==> src/rtl/fm_logo_pkg.sv <==
// rtl/fm_logo_pkg.sv - shared widths and state encoding for the FM logo fetch block
// Contents:
//   LOGO_ADDR_W / LOGO_DATA_W / LOGO_DEPTH - logo memory geometry
//   logo_state_t                           - fetch FSM state encoding
package fm_logo_pkg;

    localparam int LOGO_ADDR_W = 14;
    localparam int LOGO_DATA_W = 8;
    localparam int LOGO_DEPTH  = 1 << LOGO_ADDR_W;

    typedef enum logic [1:0] {
        IDLE  = 2'd0,
        FETCH = 2'd1,
        DRAIN = 2'd2
    } logo_state_t;

endpackage

==> src/rtl/fm_logo_skid.sv <==
// rtl/fm_logo_skid.sv - two-entry FIFO holding fetched logo bytes ahead of the stream
// Ports:
//   clock, reset        - clock and asynchronous active-high reset
//   push, push_data     - write one byte (ignored when full and not popping)
//   pop                 - consume the head byte (ignored when empty)
//   count               - current occupancy, 0..2
//   out_valid, out_data - head of the FIFO
module fm_logo_skid
    import fm_logo_pkg::*;
#(
    parameter int DATA_W = LOGO_DATA_W
) (
    input  logic              clock,
    input  logic              reset,
    input  logic              push,
    input  logic [DATA_W-1:0] push_data,
    input  logic              pop,
    output logic [1:0]        count,
    output logic              out_valid,
    output logic [DATA_W-1:0] out_data
);

    logic [DATA_W-1:0] entry0;
    logic [DATA_W-1:0] entry1;
    logic              wr_ptr;
    logic              rd_ptr;
    logic [1:0]        cnt;
    logic              pop_ok;
    logic              push_ok;

    assign pop_ok  = pop & (cnt != 2'd0);
    // A full FIFO can still take a byte in the same cycle its head leaves.
    assign push_ok = push & ((cnt != 2'd2) | pop_ok);

    always_ff @(posedge clock or posedge reset) begin
        if (reset) begin
            entry0 <= '0;
            entry1 <= '0;
            wr_ptr <= 1'b0;
            rd_ptr <= 1'b0;
            cnt    <= 2'd0;
        end else begin
            if (push_ok) begin
                if (wr_ptr) begin
                    entry1 <= push_data;
                end else begin
                    entry0 <= push_data;
                end
                wr_ptr <= ~wr_ptr;
            end
            if (pop_ok) begin
                rd_ptr <= ~rd_ptr;
            end
            case ({push_ok, pop_ok})
                2'b10:   cnt <= cnt + 2'd1;
                2'b01:   cnt <= cnt - 2'd1;
                default: cnt <= cnt;
            endcase
        end
    end

    assign count     = cnt;
    assign out_valid = (cnt != 2'd0);
    assign out_data  = rd_ptr ? entry1 : entry0;

endmodule

==> src/rtl/fm_logo_fetch.sv <==
// rtl/fm_logo_fetch.sv - sequential reader streaming a byte range of the FM logo memory
// Ports:
//   clock, reset            - clock and asynchronous active-high reset
//   start, base, len        - range command, sampled only when idle
//   busy, done              - range in progress / one-cycle completion pulse
//   mem_address, mem_wren,
//   mem_data, mem_q         - logo memory port (read-only use, one-cycle latency)
//   out_data, out_valid,
//   out_ready, out_last     - byte stream towards the overlay path
module fm_logo_fetch
    import fm_logo_pkg::*;
#(
    parameter int ADDR_W = LOGO_ADDR_W,
    parameter int DATA_W = LOGO_DATA_W
) (
    input  logic              clock,
    input  logic              reset,
    input  logic              start,
    input  logic [ADDR_W-1:0] base,
    input  logic [ADDR_W:0]   len,
    output logic              busy,
    output logic              done,
    output logic [ADDR_W-1:0] mem_address,
    output logic              mem_wren,
    output logic [DATA_W-1:0] mem_data,
    input  logic [DATA_W-1:0] mem_q,
    output logic [DATA_W-1:0] out_data,
    output logic              out_valid,
    input  logic              out_ready,
    output logic              out_last
);

    localparam logic [ADDR_W:0]   CNT_ONE  = 1;
    localparam logic [ADDR_W-1:0] ADDR_ONE = 1;

    logo_state_t       state;
    logic [ADDR_W-1:0] addr_cnt;
    logic [ADDR_W-1:0] addr_hold;
    logic [ADDR_W:0]   issue_cnt;
    logic [ADDR_W:0]   out_cnt;
    logic              inflight;
    logic              busy_r;
    logic              done_r;

    logic [1:0]        occ;
    logic              pop;
    logic [2:0]        load;
    logic              issue;

    assign pop = out_valid & out_ready;

    // Bytes that will still be held after this cycle's pop; a new read is only
    // issued when the buffer can take its data without a stall ever dropping it.
    assign load  = {1'b0, occ} + {2'b00, inflight} - {2'b00, pop};
    assign issue = (state == FETCH) && (issue_cnt != '0) && (load < 3'd2);

    // The address counter is shown on the port only in issue cycles; otherwise
    // the last issued address is held and the returned q is simply not captured.
    assign mem_address = issue ? addr_cnt : addr_hold;
    assign mem_wren    = 1'b0;
    assign mem_data    = '0;

    assign busy     = busy_r;
    assign done     = done_r;
    assign out_last = out_valid & (out_cnt == CNT_ONE);

    always_ff @(posedge clock or posedge reset) begin
        if (reset) begin
            state     <= IDLE;
            addr_cnt  <= '0;
            addr_hold <= '0;
            issue_cnt <= '0;
            out_cnt   <= '0;
            inflight  <= 1'b0;
            busy_r    <= 1'b0;
            done_r    <= 1'b0;
        end else begin
            done_r   <= 1'b0;
            inflight <= issue;

            if (issue) begin
                addr_hold <= addr_cnt;
                addr_cnt  <= addr_cnt + ADDR_ONE;
                issue_cnt <= issue_cnt - CNT_ONE;
            end

            if (pop) begin
                out_cnt <= out_cnt - CNT_ONE;
            end

            case (state)
                IDLE: begin
                    if (start) begin
                        if (len != '0) begin
                            addr_cnt  <= base;
                            issue_cnt <= len;
                            out_cnt   <= len;
                            busy_r    <= 1'b1;
                            state     <= FETCH;
                        end else begin
                            done_r <= 1'b1;
                        end
                    end
                end
                FETCH: begin
                    if (issue && (issue_cnt == CNT_ONE)) begin
                        state <= DRAIN;
                    end
                end
                DRAIN: begin
                    if (pop && (out_cnt == CNT_ONE)) begin
                        done_r <= 1'b1;
                        busy_r <= 1'b0;
                        state  <= IDLE;
                    end
                end
                default: begin
                    state <= IDLE;
                end
            endcase
        end
    end

    fm_logo_skid #(
        .DATA_W (DATA_W)
    ) u_skid (
        .clock     (clock),
        .reset     (reset),
        .push      (inflight),
        .push_data (mem_q),
        .pop       (pop),
        .count     (occ),
        .out_valid (out_valid),
        .out_data  (out_data)
    );

endmodule

==> config.mk <==
export PLATFORM = sky130hd
export DESIGN_NAME = fm_logo_fetch
export DESIGN_NICKNAME = d
export VERILOG_FILES = /design/src/rtl/fm_logo_pkg.sv /design/src/rtl/fm_logo_skid.sv /design/src/rtl/fm_logo_fetch.sv
export SDC_FILE = /design/constraint.sdc
export NUM_CORES = 1
export LEC_CHECK = 0
export CAP_MARGIN = 20
export CORE_MARGIN = 3
export CORE_UTILIZATION = 50
export DETAILED_ROUTE_END_ITERATION = 16
export HOLD_SLACK_MARGIN = 0.08
export PLACE_DENSITY = 0.86
export SYNTH_ARGS = -nofsm -noshare
export SYNTH_HDL_FRONTEND = slang
export SYNTH_SLANG_ARGS = --single-unit
==> constraint.sdc <==
create_clock -name clock -period 4.6 [get_ports clock]
set_input_delay 0.69 -clock clock [delete_from_list [all_inputs] [get_ports clock]]
set_output_delay 0.69 -clock clock [all_outputs]
set_load 0.02 [all_outputs]
; ---- Yosys cells after proc, flatten, opt, wreduce, memory -nomap -nowiden
; Cells that the tools add are included.
[classes]
mux = 28
bitwise_logic = 7
order_cmp = 1
eq_ne = 11
addsub = 7
reduce_logical = 14
[op_table]
columns = op, n
row1 = 15-bit two-way mux, 8
row2 = 14-bit two-way mux, 5
row3 = "15-bit by 1-bit equality test with 1-bit output, second input constant", 2
row4 = 15-bit nonzero test, 2
row5 = "15-bit by 1-bit subtractor with 15-bit output, second input constant", 2
row6 = "14-bit by 1-bit adder with 14-bit output, second input constant", 1
row7 = 2-bit two-way mux, 4
row8 = 8-bit two-way mux, 1
row9 = "2-bit inequality test, second input constant", 4
row10 = 4-bit AND reduction, 2
row11 = 1-bit two-way mux, 6
row12 = 2-bit one-hot mux with 3 select lines, 1
row13 = 2-bit nonzero test, 3
row14 = 1-bit bitwise AND, 4
row15 = "2-bit by 1-bit equality test with 1-bit output, second input constant", 2
row16 = "2-bit equality test, second input constant", 2
row17 = 1-bit logical AND, 4
row18 = 1-bit one-hot mux with 2 select lines, 2
row19 = 2-bit one-hot mux with 2 select lines, 1
row20 = 2-bit AND reduction, 2
row21 = 2-bit by 1-bit adder with 3-bit output, 1
row22 = "3-bit by 2-bit < comparator with 1-bit output, second input constant", 1
row23 = 3-bit by 1-bit subtractor with 3-bit output, 1
row24 = "2-bit by 1-bit adder with 2-bit output, second input constant", 1
row25 = 5 further kinds, 6
[word_totals]
ff_bits = 83
output_inout_bits = 35
inputBits = 41

; ---- Longest topological paths before layout
[depth]
depth_word = 9
depth_mapped = 12
depth_no_buf = 10

; ---- Hierarchy
; From an unflattened synthesis, not the netlist that was laid out.
[hier_totals]
cells_unflattened = 423
hier_area_um2 = 4461.8
[by_module_without_submodules]
columns = mod, seq_area_each_um2, area_each_um2, n_inst, cells_per_inst
row1 = fm_logo_fetch, 1576.5, 3499.6, 1, 348
row2 = fm_logo_skid, 500.5, 962.2, 1, 75

; ---- Worst setup path after synthesis
; No wires, ideal clock.
[synth_timing]
kind = input port to output port
startpoint = input out_ready
endpoint = output mem_address[10]
setup_slack_ns = 1.056
t_arrival_ns = 2.854
path_stages = 10
required_time_ns = 3.910
n_path_buf = 1
path_cell_list = nand2_1 -> nor2_1 -> o21ai_0 -> fa_1 -> nand3b_1 -> nor2_2 -> nand2_1 -> inv_2 -> buf_4 -> mux2_2
[synth_between]
elab_chain_cells = 5
[synth_rtl]
columns = element, line
row1 = "start, declared", fm_logo_fetch.sv:29  ; input logic out_ready,
row2 = 1-bit bitwise AND, fm_logo_fetch.sv:50  ; assign pop = out_valid & out_ready;
row3 = 3-bit by 1-bit subtractor with 3-bit output, fm_logo_fetch.sv:54  ; assign load = {1'b0, occ} + {2'b00, inflight} - {2'b00, pop};
row4 = 3-bit by 2-bit < comparator with 1-bit output, fm_logo_fetch.sv:55  ; assign issue = (state == FETCH) && (issue_cnt != '0) && (load < 3'd2);
row5 = 1-bit logical AND, fm_logo_fetch.sv:55
row6 = via issue, fm_logo_fetch.sv:48  ; logic issue;
row7 = 14-bit two-way mux, -
row8 = "end, declared", fm_logo_fetch.sv:23  ; output logic [ADDR_W-1:0] mem_address,
; The timed path passes the listed nets, and every way through them passes these cells.

; ---- Worst setup path after layout
[layout_timing]
startpoint = input out_ready
endpoint = output mem_address[12]
[layout_between]
elab_chain_cells = 5
[layout_rtl]
columns = element, line
row1 = 1-bit bitwise AND, fm_logo_fetch.sv:50
row2 = 3-bit by 1-bit subtractor with 3-bit output, fm_logo_fetch.sv:54
row3 = 3-bit by 2-bit < comparator with 1-bit output, fm_logo_fetch.sv:55
row4 = 1-bit logical AND, fm_logo_fetch.sv:55
row5 = 14-bit two-way mux, -
; No other way between the ends.

==> out/results.tsv <==
stage	metric	value	unit
status	status	complete, no violations	
layout	final_cells	582	
clock_network	tritoncts	built	
layout	syn2layout_area_growth	23.4	%
power_and_ir_drop	power	3.77	mW
clock_network	clock-sinks	83	
logic_synthesis	yosysUniqueCellTypes	45	
logic_synthesis	ys_top_cells_by_count	83 x dfrtp_1, 49 x nor2_1, 39 x a21oi_1	
layout	multi_input_area	0.00206	sq mm
power_and_ir_drop	switchingPower	1.47	mW
sta	finalClockSkew	0.00925	ns
drt	drc	0	
power_and_ir_drop	comb_power_share	0.473	
setup_path	cp_max_fo	19	
clock_network	clk_pin_slew	0.09	ns
drt	vias	3347	
clock_network	clk_path_buf_depth	2	
setup_path	start_kind	input port	
placement	dp.cells	566	
setup_path	critPathArrivalTime	3.75	ns
clock_network	h-tree-depth	3	
sta	hold_viol_final	0	
sta	tightestPinTransition	0.928	ns
setup_path	path_class	in2out	
power_and_ir_drop	clockPowerShare	0.159	
logic_synthesis	ys_seq_area_frac	0.491	
floorplanning	core-area	0.00797	sq mm
layout	diodes	0	
sta	finalSetupViolations	0	
grt	grt_pass1_vias	3380	
layout	regArea	0.00208	sq mm
logic_synthesis	synth_ff_type	dfrtp_1	
min_path	hold_start	addr_hold[0]$_DFF_PP0_	
logic_synthesis	yosysWarnings	0	
clock_network	root_buffer	clkbuf_8	
logic_synthesis	synthTopCellsByArea	dfrtp_1 49%, mux2_2 10%, xor2_1 5.8%	
power_and_ir_drop	switching_share	0.391	
sta	slew_viol_final	0	
job	cap_violations	0	
grt	grt_overflow	0	
logic_synthesis	syn_inst	407	
logic_synthesis	synth_top_cell_area_share	0.491	
logic_synthesis	yosysMostFrequentCell	dfrtp_1	
sta	finalCritPeriodShare	0.965	
sta	fin_hold_ws	0.505	ns
floorplanning	initial_core_util	0.531	
layout	final_nets	523	
power_and_ir_drop	p_leak	2.04	nW
clock_network	clk_latency	0.37	ns
logic_synthesis	synth_edf_count	0	
floorplanning	rows	32	
power_and_ir_drop	powerDensity	722	mW/mm^2
placement	dp_hpwl	6820	um
placement	port_buffers	66	
layout	final_core_util	0.656	
sta	fin_crit	4.44	ns
drt	final_antenna_net_count	0	
power_and_ir_drop	seq_power_share	0.368	
layout	n_fill_cell	630	
sta	fmax	225	MHz
min_path	hold_class	reg2reg	
floorplanning	num_io_pins	76	
power_and_ir_drop	ir_worst_vdd	0.000504	V
logic_synthesis	async_reset_ff_frac	1.00	
sta	max_slew_margin	0.381	
setup_path	worstSetupEndpointType	output port	
drt	drt_iter0_drc	289	
clock_network	post_cts_buffers	0	
logic_synthesis	yosysTopAreaCell	dfrtp_1	
grt	grt_max_degree	56	
clock_network	cts_buffers	9	
drt	wl	9570	um
setup_path	r2r-start	u_skid.count[1]$_DFFE_PP0P_	
power_and_ir_drop	intPower	2.30	mW
floorplanning	die_w	98.0	um
placement	place_ws	0.0331	ns
logic_synthesis	syn_avg_cell_area	10.4	sq um
grt	grt_pass1_wl	16200	um
drt	avgRoutedWirePerCell	16.4	um
floorplanning	die_y	98.0	um
drt	dr.pass1.iters	5	
grt	antenna_found_initial	0	
floorplanning	dieArea	0.00960	sq mm
sta	fin_ws	0.159	ns
setup_path	critPathLaunch	out_ready	
logic_synthesis	synth_area	0.00423	sq mm
drt	drt-vias-per-instance	5.75	
setup_path	cp.required	3.91	ns
placement	gp_congestion	0.864	
layout	drive_above_1_share	0.148	
logic_synthesis	ys_ff_latch	83	
grt	grt_usage	0.206	
[cell type report]
| cell class | count | share of cell area |
|---|---|---|
| Multi-Input combinational cell | 302 | 0.394 |
| Tap cell | 102 | 0.0244 |
| Inverter | 7 | 0.00623 |
| Clock buffer | 10 | 0.0244 |
| Sequential cell | 83 | 0.398 |
| Timing Repair Buffer | 72 | 0.135 |
| Clock inverter | 6 | 0.0184 |
[stage by stage]
stage                     area (sq um)  TNS, ns
final                             5220        0
after floorplan                   4260        0
after detailed placement          4970        0
after CTS                         5200        0
after global placement            4970        0
after global routing              5220   -0.317
[power groups by stage]
stage	clock (mW)	sequential, mW	combinational (mW)
global placement	0	1.36	1.70
detailed placement	0	1.39	1.76
global route	0.646	1.43	1.95
finish	0.599	1.39	1.79
floorplan	0	1.28	1.25
CTS	0.611	1.38	1.77
[logic make-up after synthesis]
family / after synthesis / share of synthesized area
xor gates and xnor gates: 40 / 0.0828
DFF: 83 / 0.491
and+or+nand+nor: 145 / 0.182
adders and majority gates: 7 / 0.0225
AOI/OAI and AO/OA: 60 / 0.0775
other: 1 / 0.000886
buffers and inverters: 30 / 0.0358
muxes: 41 / 0.108
[flip-flops by register name (all words and copies together) (netlist names)]
| name | flops |
|---|---|
| out_cnt | 15 |
| u_skid.count | 2 |
| u_skid.wr_ptr | 1 |
| u_skid.entry0 | 8 |
| u_skid.rd_ptr | 1 |
| inflight | 1 |
| addr_cnt | 14 |
| done | 1 |
| busy | 1 |
| addr_hold | 14 |
| issue_cnt | 15 |
| u_skid.entry1 | 8 |
| state | 2 |
[placed cells by master (no fill, tap or decap), drive strengths merged, types with 5 or more instances in the layout]
| cell type | n |
|---|---|
| xnor2 | 12 |
| nor2 | 50 |
| a21oi | 39 |
| nor4 | 11 |
| conb | 9 |
| buf | 6 |
| o21ai | 8 |
| xor2 | 28 |
| clkbuf | 10 |
| ha | 6 |
| inv | 8 |
| nand4 | 20 |
| clkdlybuf4s50 | 66 |
| a31oi | 5 |
| dfrtp | 83 |
| nand2 | 17 |
| nand3 | 11 |
| mux2 | 38 |
| nor3 | 10 |
| nand2b | 6 |
[repair_timing]
| action | CTS | global route |
|---|---|---|
| resized for setup | 0 | 7 |
| endpoints found under the setup margin | 0 | 13 |
| hold buffers | 0 | 0 |
[worst max-delay path, cell delays in order]
cell,delay [ns]
clkdlybuf4s50_1,0.49
nand2_1,0.09
nor2_2,0.18
o21ai_0,0.16
fa_1,0.48
xor2_4,0.20
nor2_2,0.15
nand2_1,0.17
clkinv_4,0.21
mux2_2,0.37
clkdlybuf4s50_1,0.55
[routing by layer]
layer,track usage,part of all wire,up-vias,wire (um)
met3,0.0443,0.054,16,515
met1,0.272,0.42,1653,4060
met5,0,0,-,0
met4,0.0650,0.016,0,154
met2,0.341,0.51,115,4840
li1,-,-,1563,-
[final timing paths]
path                                                end  slack (ns)  cells past startpoint
min                              addr_hold[0]$_DFF_PP0_        0.51                      1
min reg2reg                      addr_hold[0]$_DFF_PP0_        0.51                      1
max reg2reg                       addr_cnt[8]$_DFF_PP0_        1.41                     10
min in group asynchronous  u_skid.entry1[2]$_DFFE_PP0P_        0.82                      2
max in group asynchronous        addr_cnt[12]$_DFF_PP0_        2.87                      3
max                                     mem_address[12]        0.16                     11
Power figures use the tool's default switching activity.
